**config.mk**
```make
export PLATFORM = sky130hd
export DESIGN_NAME = pci_cfg_initiator
export DESIGN_NICKNAME = d
export VERILOG_FILES = /design/src/rtl/pci_cfg_initiator.sv
export SDC_FILE = /design/constraint.sdc
export NUM_CORES = 1
export LEC_CHECK = 0
export ABC_AREA = 1
export CELL_PAD_IN_SITES_DETAIL_PLACEMENT = 1
export CELL_PAD_IN_SITES_GLOBAL_PLACEMENT = 2
export CORE_MARGIN = 2
export CORE_UTILIZATION = 23
export DETAILED_ROUTE_END_ITERATION = 12
export GPL_TIMING_DRIVEN = 0
export HOLD_SLACK_MARGIN = 0.12
export PLACE_DENSITY_LB_ADDON = 0.1
export SYNTH_ARGS = -nofsm -noshare
export SYNTH_HDL_FRONTEND = slang
export SYNTH_SLANG_ARGS = --single-unit
```
**constraint.sdc**
```tcl
create_clock -name pci_clk_i -period 2.13 [get_ports pci_clk_i]
set_input_delay 0.213 -clock pci_clk_i [delete_from_list [all_inputs] [get_ports pci_clk_i]]
set_output_delay 0.213 -clock pci_clk_i [all_outputs]
set_load 0.005 [all_outputs]
```
**src/rtl/pci_cfg_initiator.sv**
```systemverilog
// PCI Type-0 configuration-cycle initiator: one single-data-phase config read or write per host request.
// Define PCI_CFG_TIMEOUT_EN to terminate with target abort when a claiming target never gives TRDY#/STOP#.
module pci_cfg_initiator #(
    parameter int ABORT_CLKS = 5,
    parameter int TRDY_LIMIT = 16
) (
    input  logic        pci_clk_i,
    input  logic        pci_rst_ni,
    input  logic        req_i,
    input  logic        we_i,
    input  logic [3:0]  dev_i,
    input  logic [5:0]  reg_i,
    input  logic [3:0]  be_i,
    input  logic [31:0] wdata_i,
    output logic        busy_o,
    output logic        ack_o,
    output logic [1:0]  err_o,
    output logic [31:0] rdata_o,
    output logic        pci_frame_no,
    output logic        pci_irdy_no,
    output logic [3:0]  pci_cbe_no,
    output logic        pci_cbe_oe_o,
    output logic [31:0] pci_ad_o,
    output logic        pci_ad_oe_o,
    input  logic [31:0] pci_ad_i,
    output logic        pci_idsel_o,
    input  logic        pci_devsel_ni,
    input  logic        pci_trdy_ni,
    input  logic        pci_stop_ni
);
    // state | meaning
    // IDLE  | bus released, waiting for req_i
    // ADDR  | address phase: FRAME# low, Type-0 address and config command driven
    // DATA  | single data phase: IRDY# low, waiting for a termination
    // TURN  | turnaround: bus released, ack_o pulses with status

    localparam int TMR_MAX = (ABORT_CLKS > TRDY_LIMIT) ? ABORT_CLKS : TRDY_LIMIT;
    localparam int TMR_W   = $clog2(TMR_MAX + 1);
    localparam logic [TMR_W-1:0] ABORT_LOAD = TMR_W'(ABORT_CLKS - 1);

    typedef enum logic [1:0] {
        IDLE = 2'd0,
        ADDR = 2'd1,
        DATA = 2'd2,
        TURN = 2'd3
    } state_t;

    state_t             state_q, state_d;
    logic               we_q, we_d;
    logic [3:0]         dev_q, dev_d;
    logic [5:0]         reg_q, reg_d;
    logic [3:0]         be_q, be_d;
    logic [31:0]        wdata_q, wdata_d;
    logic               devsel_seen_q, devsel_seen_d;
    logic [TMR_W-1:0]   abort_tmr_q, abort_tmr_d;
    logic [1:0]         err_d;
    logic [31:0]        rdata_d;
    logic               frame_d, irdy_d, cbe_oe_d, ad_oe_d, idsel_d, busy_d, ack_d;
    logic [3:0]         cbe_d;
    logic [31:0]        ad_d;
`ifdef PCI_CFG_TIMEOUT_EN
    localparam logic [TMR_W-1:0] TRDY_LOAD = TMR_W'(TRDY_LIMIT - 1);
    logic [TMR_W-1:0]   trdy_tmr_q, trdy_tmr_d;
`endif

    always_comb begin
        state_d       = state_q;
        we_d          = we_q;
        dev_d         = dev_q;
        reg_d         = reg_q;
        be_d          = be_q;
        wdata_d       = wdata_q;
        devsel_seen_d = devsel_seen_q;
        abort_tmr_d   = abort_tmr_q;
        err_d         = err_o;
        rdata_d       = rdata_o;
`ifdef PCI_CFG_TIMEOUT_EN
        trdy_tmr_d    = trdy_tmr_q;
`endif

        unique case (state_q)
            IDLE: begin
                devsel_seen_d = 1'b0;
                abort_tmr_d   = ABORT_LOAD;
`ifdef PCI_CFG_TIMEOUT_EN
                trdy_tmr_d    = TRDY_LOAD;
`endif
                if (req_i) begin
                    we_d    = we_i;
                    dev_d   = dev_i;
                    reg_d   = reg_i;
                    be_d    = be_i;
                    wdata_d = wdata_i;
                    state_d = ADDR;
                end
            end
            ADDR: state_d = DATA;
            DATA: begin
                if (!pci_devsel_ni) begin
                    devsel_seen_d = 1'b1;
                end
                if (!pci_devsel_ni && !pci_trdy_ni) begin
                    err_d = 2'b00;
                    if (!we_q) begin
                        rdata_d = pci_ad_i;
                    end
                    state_d = TURN;
                end else if (!pci_devsel_ni && !pci_stop_ni) begin
                    err_d   = 2'b10;
                    state_d = TURN;
                end else if (pci_devsel_ni && !pci_stop_ni && devsel_seen_q) begin
                    err_d   = 2'b11;
                    state_d = TURN;
                end else if (pci_devsel_ni && !devsel_seen_q) begin
                    // nobody has claimed yet: run out the decode window
                    if (abort_tmr_q == '0) begin
                        err_d   = 2'b01;
                        rdata_d = 32'hFFFF_FFFF;
                        state_d = TURN;
                    end else begin
                        abort_tmr_d = abort_tmr_q - TMR_W'(1);
                    end
                end
`ifdef PCI_CFG_TIMEOUT_EN
                else if (trdy_tmr_q == '0) begin
                    err_d   = 2'b11;
                    rdata_d = 32'hFFFF_FFFF;
                    state_d = TURN;
                end else begin
                    trdy_tmr_d = trdy_tmr_q - TMR_W'(1);
                end
`endif
            end
            TURN: state_d = IDLE;
            default: state_d = IDLE;
        endcase

        // bus outputs are registered from the next state so they change cleanly on the clock edge
        frame_d  = 1'b1;
        irdy_d   = 1'b1;
        cbe_d    = 4'hF;
        cbe_oe_d = 1'b0;
        ad_d     = 32'h0;
        ad_oe_d  = 1'b0;
        idsel_d  = 1'b0;
        busy_d   = (state_d != IDLE);
        ack_d    = (state_d == TURN);

        unique case (state_d)
            ADDR: begin
                frame_d  = 1'b0;
                cbe_oe_d = 1'b1;
                ad_oe_d  = 1'b1;
                cbe_d    = {3'b101, we_d};
                ad_d     = {16'h0001 << dev_d, 8'h00, reg_d, 2'b00};
                idsel_d  = (dev_d == 4'd0);
            end
            DATA: begin
                irdy_d   = 1'b0;
                cbe_oe_d = 1'b1;
                cbe_d    = ~be_d;
                ad_oe_d  = we_d;
                ad_d     = we_d ? wdata_d : 32'h0;
            end
            default: ;
        endcase
    end

    always_ff @(posedge pci_clk_i) begin
        if (!pci_rst_ni) begin
            state_q       <= IDLE;
            we_q          <= 1'b0;
            dev_q         <= 4'd0;
            reg_q         <= 6'd0;
            be_q          <= 4'd0;
            wdata_q       <= 32'h0;
            devsel_seen_q <= 1'b0;
            abort_tmr_q   <= ABORT_LOAD;
`ifdef PCI_CFG_TIMEOUT_EN
            trdy_tmr_q    <= TRDY_LOAD;
`endif
            err_o         <= 2'b00;
            rdata_o       <= 32'h0;
            pci_frame_no  <= 1'b1;
            pci_irdy_no   <= 1'b1;
            pci_cbe_no    <= 4'hF;
            pci_cbe_oe_o  <= 1'b0;
            pci_ad_o      <= 32'h0;
            pci_ad_oe_o   <= 1'b0;
            pci_idsel_o   <= 1'b0;
            busy_o        <= 1'b0;
            ack_o         <= 1'b0;
        end else begin
            state_q       <= state_d;
            we_q          <= we_d;
            dev_q         <= dev_d;
            reg_q         <= reg_d;
            be_q          <= be_d;
            wdata_q       <= wdata_d;
            devsel_seen_q <= devsel_seen_d;
            abort_tmr_q   <= abort_tmr_d;
`ifdef PCI_CFG_TIMEOUT_EN
            trdy_tmr_q    <= trdy_tmr_d;
`endif
            err_o         <= err_d;
            rdata_o       <= rdata_d;
            pci_frame_no  <= frame_d;
            pci_irdy_no   <= irdy_d;
            pci_cbe_no    <= cbe_d;
            pci_cbe_oe_o  <= cbe_oe_d;
            pci_ad_o      <= ad_d;
            pci_ad_oe_o   <= ad_oe_d;
            pci_idsel_o   <= idsel_d;
            busy_o        <= busy_d;
            ack_o         <= ack_d;
        end
    end

endmodule

```
Word level (Yosys, flattened, before mapping)
Index checks and enable logic that the tools add are counted.
W data, S select, Z words.
{ "classes": {"bitwise": 1, "n_eq_ne": 15, "add_sub_neg": 1, "n_reduce_logical": 24, "n_shift": 1, "muxes": 43} }
{ "op_table": {"columns": ["operator", "count"], "rows": [
  ["$mux W32", 9],
  ["$pmux W32 S2", 1],
  ["$mux W5", 5],
  ["$mux W2", 11],
  ["$ne A2 B2 Y1 const B", 9],
  ["$mux W4", 4],
  ["$shl A1 B4 Y16 const A", 1],
  ["$mux W6", 2],
  ["$reduce_and A6 Y1", 2],
  ["$pmux W5 S2", 1],
  ["$eq A2 B2 Y1 const B", 4],
  ["$pmux W2 S4", 1],
  ["$pmux W4 S2", 1],
  ["$reduce_bool A2 Y1", 4],
  ["$reduce_bool A4 Y1", 2],
  ["$mux W1", 6],
  ["$logic_and A1 B1 Y1", 5],
  ["$logic_not A5 Y1", 1],
  ["$sub A5 B1 Y5 const B", 1],
  ["$eq A2 B1 Y1 const B", 2],
  ["$logic_not A1 Y1", 4],
  ["$logic_not A4 Y1", 1],
  ["$not A4 Y4", 1],
  ["$pmux W1 S2", 2],
  ["4 further kinds", 5]
]} }
{ "word_totals": {"out_inout_bits": 77, "ff_bits": 132} }

Longest topological paths before layout
{ "logic_depth": {"word_depth": 10, "mapped_depth": 15, "depth_no_buf": 15} }

Worst setup path before layout
OpenSTA, ideal clock, no wires.
{ "synth_path": {"kind": "register to register", "from": "register abort_tmr_q[0]", "to": "register pci_ad_o[17]", "period_less_slack_ps": 2219, "path_stages_with_launch": 16, "t_arrival_ps": 2160, "setup_time_ps": 59, "setup_slack_ps": -89, "path_cell_list": "dfxtp_1 inv_1 ha_1 inv_1 nor2_1 nand3_1 nand2_1 nand2_1 nand2_1 inv_1 ha_1 nor2_4 inv_1 nor3_2 nand2_1 nand2_1"} }
{ "synth_between": {"elab_chain_len": 9, "word_cells_on_any_way": 10, "classes_between": "eq/ne: 2; mux: 7; reduce/logical: 1"} }
{ "synth_rtl": {"columns": ["item", "line", "text"], "rows": [
  ["from (decl)", "55", "logic [TMR_W-1:0] abort_tmr_q, abort_tmr_d;"],
  ["from (signal assigned)", "201", "abort_tmr_q <= abort_tmr_d;"],
  ["$logic_not A5 Y1 *", "116", "if (abort_tmr_q == '0) begin"],
  ["$mux W2 *", "116", null],
  ["$mux W2 *", "114", "end else if (pci_devsel_ni && !devsel_seen_q) begin"],
  ["$mux W2 *", "111", "end else if (pci_devsel_ni && !pci_stop_ni && devsel_seen_q) begin"],
  ["$mux W2 *", "108", "end else if (!pci_devsel_ni && !pci_stop_ni) begin"],
  ["$mux W2 *", "102", "if (!pci_devsel_ni && !pci_trdy_ni) begin"],
  ["$pmux W2 S4 *", "81", "unique case (state_q)"],
  ["net state_d[0]", "48", "state_t state_q, state_d;"],
  ["$eq A2 B2 Y1 / $eq A2 B1 Y1 (equally long branches)", "149", "unique case (state_d)"],
  ["$pmux W32 S2 *", "149", null],
  ["to (signal assigned)", "188", "pci_ad_o <= 32'h0;"],
  ["to (signal assigned)", "211", "pci_ad_o <= ad_d;"],
  ["to (decl)", "23", "output logic [31:0] pci_ad_o,"]
]} }
Mark *: on every way through the listed nets, which the timed path passes. The rest lies on a longest branch.
A chain may end at the register's enable or synchronous reset.

Final worst setup path
{ "layout_path": {"from": "register abort_tmr_q[0]", "to": "register pci_ad_o[24]"} }
The elaborated chain is that of the path after synthesis.

==> Implementation_results.wiki <==
{| class="wikitable"
! Metric !! Value
|-
| Outcome || finished clean
|-
| CTS root buf || sky130_fd_sc_hd__clkbuf_16
|-
| GR Util All Layers || ~15%
|-
| Area of all placed cells without fillers || around 8000 um^2
|-
| Synth top area cells || sky130_fd_sc_hd__dfxtp_1 49%, sky130_fd_sc_hd__nand2_1 14%, sky130_fd_sc_hd__inv_1 6.6%
|-
| Tmin final || between 2000 and 2500 ps
|-
| Min-delay worst type || primary input to flop
|-
| Port-buffer cells || around 160
|-
| Number of vias per cell || roughly 4.4
|-
| Dominant register cell in the synthesized netlist || sky130_fd_sc_hd__dfxtp_1
|-
| DRT iter0 DRCs || approximately 120
|-
| Layout cell share with drive strength beyond 1 || between 10% and 20%
|-
| Number of H-tree branching levels || 4
|-
| Proportion of synthesized flip-flops having asynchronous set or reset || 0%
|-
| Total overflow reported by the global router || 0
|-
| Area share of the largest cell type after synthesis || between 40% and 50%
|-
| Floorplan row count || 55
|-
| Starting Density || about a quarter
|-
| Global placer's final weighted congestion || about 0.75
|-
| Synthesis-to-layout area growth || 53.2%
|-
| Post-Syn Instances || just over 700
|-
| Max_slew headroom || ~59%
|-
| Core occupancy in the finished layout || ~36%
|-
| Ratio of total power to cell area || just under 900 nW/um^2
|-
| Mean cell area of the mapped netlist || approximately 7.5 um^2
|-
| Sum of negative setup slack || 0 ps
|-
| Sequential fraction of the synthesis area || between 40% and 50%
|-
| Crit-path max FO || 8
|-
| Leading area contributor after synthesis || sky130_fd_sc_hd__dfxtp_1
|-
| Finish-stage setup viols || 0
|-
| Number of nets produced by synthesis || a little over 800
|-
| Worst setup slack for register-to-register paths || 130 ps
|-
| CP endpoint kind || flop
|-
| Floorplan die area || ~24,000 um^2
|-
| Number of antenna violations at the first check in global routing || 0
|-
| Number of synthesis warnings || 0
|-
| Global-route wire length before repair || 28.4 mm
|-
| Placed wire-length estimate after detailed placement || roughly 14 mm
|-
| Clock edge transition at the registers on the reported setup and hold paths || about 60 ps
|-
| Area of the multi-input gates || 2240 um^2
|-
| Unrepaired setup endpoints after global routing || true
|-
| Max-cap violations || 0
|-
| Instance area at placement || 7300 um^2
|-
| Maximum clock rate || approximately 500 MHz
|-
| Clock net sink count || ~130
|-
| Detailed-router iteration count before antenna repair || 6
|-
| Number of global-route vias before repair || roughly 5,500
|-
| Detail-routed net length per standard cell || about 15 um
|-
| Synth Cell Area || roughly 5300 um^2
|-
| Largest vdd supply drop || about 440 uV
|-
| Number of filler instances in the final layout || between 2,000 and 3,000
|-
| Clock Skew || around 22 ps
|-
| Actual transition at the worst max-transition pin || around 620 ps
|-
| Worst Path Arrival || between 2000 and 2500 ps
|-
| Critical path startpoint category || flop
|-
| Number of nets with antenna violations after routing || 0
|-
| Insertion delay of the later-clocked pin in the worst-skew pair || 430 ps
|-
| Largest net degree at the start of global routing || 20
|-
| Overall Power || 7.12 mW
|-
| Antenna cells || 0
|-
| Final Net Count || a little under 1,000
|-
| Die Span X || 157 um
|-
| Die outline height || approximately 160 um
|-
| Total wirelength of the detailed-routed design || 18.5 mm
|-
| Leak || between 3 and 4 nW
|-
| Final worst-path cycle share || 94.1%
|-
| Hold Fails Final Rpt || 0
|-
| Clock tree from TritonCTS || built
|-
| Yosys reg bits || 132
|-
| Largest buffer count on any clock path || 2
|-
| Number of unique standard cell types used by synthesis || 27
|-
| Detailed-route via count || 5,250
|-
| Number of top-level design ports || ~160
|-
| Core Footprint || around 23,000 um^2
|-
| TritonCTS Buffers || 17
|-
| Count of final max-slew check failures || 0
|-
| Worst endpoint required time || around 2500 ps
|-
| Number of synthesized flops with an enable pin || 0
|-
| Hold Slack || around 220 ps
|-
| Register area || between 2000 and 3000 um^2
|-
| Crit Path Class || flop to flop
|-
| DRC Markers || 0
|}
==> final timing paths <==
kind                       start             end  cells past startpoint
setup / recovery  abort_tmr_q[0]    pci_ad_o[24]                     16
hold / removal        pci_rst_ni     wdata_q[19]                      3
setup reg to reg  abort_tmr_q[0]    pci_ad_o[24]                     16
hold reg to reg   abort_tmr_q[0]  abort_tmr_q[0]                      1
==> Yosys cell counts (2+ instances only) <==
master,instances
sky130_fd_sc_hd__inv_2,5
sky130_fd_sc_hd__o21ai_2,2
sky130_fd_sc_hd__nand4_1,32
sky130_fd_sc_hd__ha_1,7
sky130_fd_sc_hd__o21ai_0,12
sky130_fd_sc_hd__o21ai_1,2
sky130_fd_sc_hd__clkbuf_1,9
sky130_fd_sc_hd__buf_2,13
sky130_fd_sc_hd__nand3_1,35
sky130_fd_sc_hd__dfxtp_1,132
sky130_fd_sc_hd__mux2i_1,10
sky130_fd_sc_hd__buf_4,2
sky130_fd_sc_hd__nor2_1,63
sky130_fd_sc_hd__buf_6,4
sky130_fd_sc_hd__nand2_1,198
sky130_fd_sc_hd__or2_2,2
sky130_fd_sc_hd__buf_1,10
sky130_fd_sc_hd__or2_1,3
sky130_fd_sc_hd__inv_1,94
sky130_fd_sc_hd__nand3b_1,11
sky130_fd_sc_hd__a21oi_1,62
sky130_fd_sc_hd__nor2_4,3
==> worst max-delay path, stage by stage (launching register included) <==
cell                      delay (ps)
sky130_fd_sc_hd__dfxtp_2         320
sky130_fd_sc_hd__inv_2            80
sky130_fd_sc_hd__ha_4            130
sky130_fd_sc_hd__inv_2            40
sky130_fd_sc_hd__nor2_4          100
sky130_fd_sc_hd__nand3_2          80
sky130_fd_sc_hd__nand2_2          80
sky130_fd_sc_hd__nand2_2          80
sky130_fd_sc_hd__nand2_2         100
sky130_fd_sc_hd__inv_4            50
sky130_fd_sc_hd__ha_4            210
sky130_fd_sc_hd__nor2_4          180
sky130_fd_sc_hd__inv_4            80
sky130_fd_sc_hd__nor3_4          150
sky130_fd_sc_hd__buf_12          160
sky130_fd_sc_hd__nand2_1          60
sky130_fd_sc_hd__nand2_1          50
==> layout by cell type, fill, tap and decap left out, drive strengths merged <==
cell	count
a21oi	62
buf	36
bufinv	4
clkbuf	30
clkdlybuf4s50	159
clkinv	3
clkinvlp	5
dfxtp	132
ha	7
inv	99
mux2i	10
nand2	200
nand3	35
nand3b	11
nand4	32
nor2	66
nor3	2
o21ai	16
o22ai	1
or2	5
==> cells by family (layout without fill, tap and decap cells) <==
family | count (synthesis) | count (layout) | synth area share (%)
compound gates | 79 | 79 | 7.56
fa+ha+maj | 7 | 7 | 1.64
buf+inv | 137 | 336 | 10.6
flops | 132 | 132 | 49.4
mux | 10 | 10 | 1.87
simple gates | 351 | 351 | 28.9
==> area by class of cell <==
type                       instances  area share (%)
clock buffer                      19            5.53
clock inverter                    12            2.20
sequential                       132            32.3
buffer                            36            2.73
multi-input combinational        447            27.4
tap                              285            4.35
timing repair buffer             170            20.9
inverter                          99            4.63
==> flip-flops by register name, summed over array words and instances (netlist names), 2 cells and up <==
name and count:
pci_ad_o 32, rdata_o 32, wdata_q 32, reg_q 6, abort_tmr_q 5, be_q 4
dev_q 4, pci_cbe_no 4, err_o 2, state_q 2
==> stage by stage <==
stage	cells	worst slack, ps
floorplan	716	25.2
global placement	1160	-803
detailed placement	1160	-883
CTS	1196	22.5
global route	1200	-12.7
finish	1200	127
==> routing by layer <==
layer | global-route usage (%) | up-vias | part of all wire (%)
met3 | 3.79 | 11 | 4.2
met1 | 18.7 | 2525 | 46
met2 | 25.7 | 89 | 49
met5 | 0 | - | 0
met4 | 4.19 | 0 | 1.1
li1 | - | 2625 | -
==> power by group <==
| part | switching, mW | leakage, nW | total, mW | internal, mW |
|---|---|---|---|---|
| registers | 0.0622 | 1.08 | 2.69 | 2.63 |
| logic | 0.695 | 2.18 | 1.26 | 0.568 |
| clock network | 1.15 | 0.293 | 3.17 | 2.02 |
| total | 1.91 | 3.55 | 7.12 | 5.21 |
==> timing repair <==
| action | CTS | global route |
|---|---|---|
| gates cloned | 0 | 1 |
| buffers inserted | 7 | 3 |
| pin swaps | 5 | 23 |
| endpoints found under the setup margin | 40 | 39 |
| hold buffers | 0 | 0 |
| resized for setup | 20 | 37 |
No activity file was read; power rests on OpenSTA's default activity.
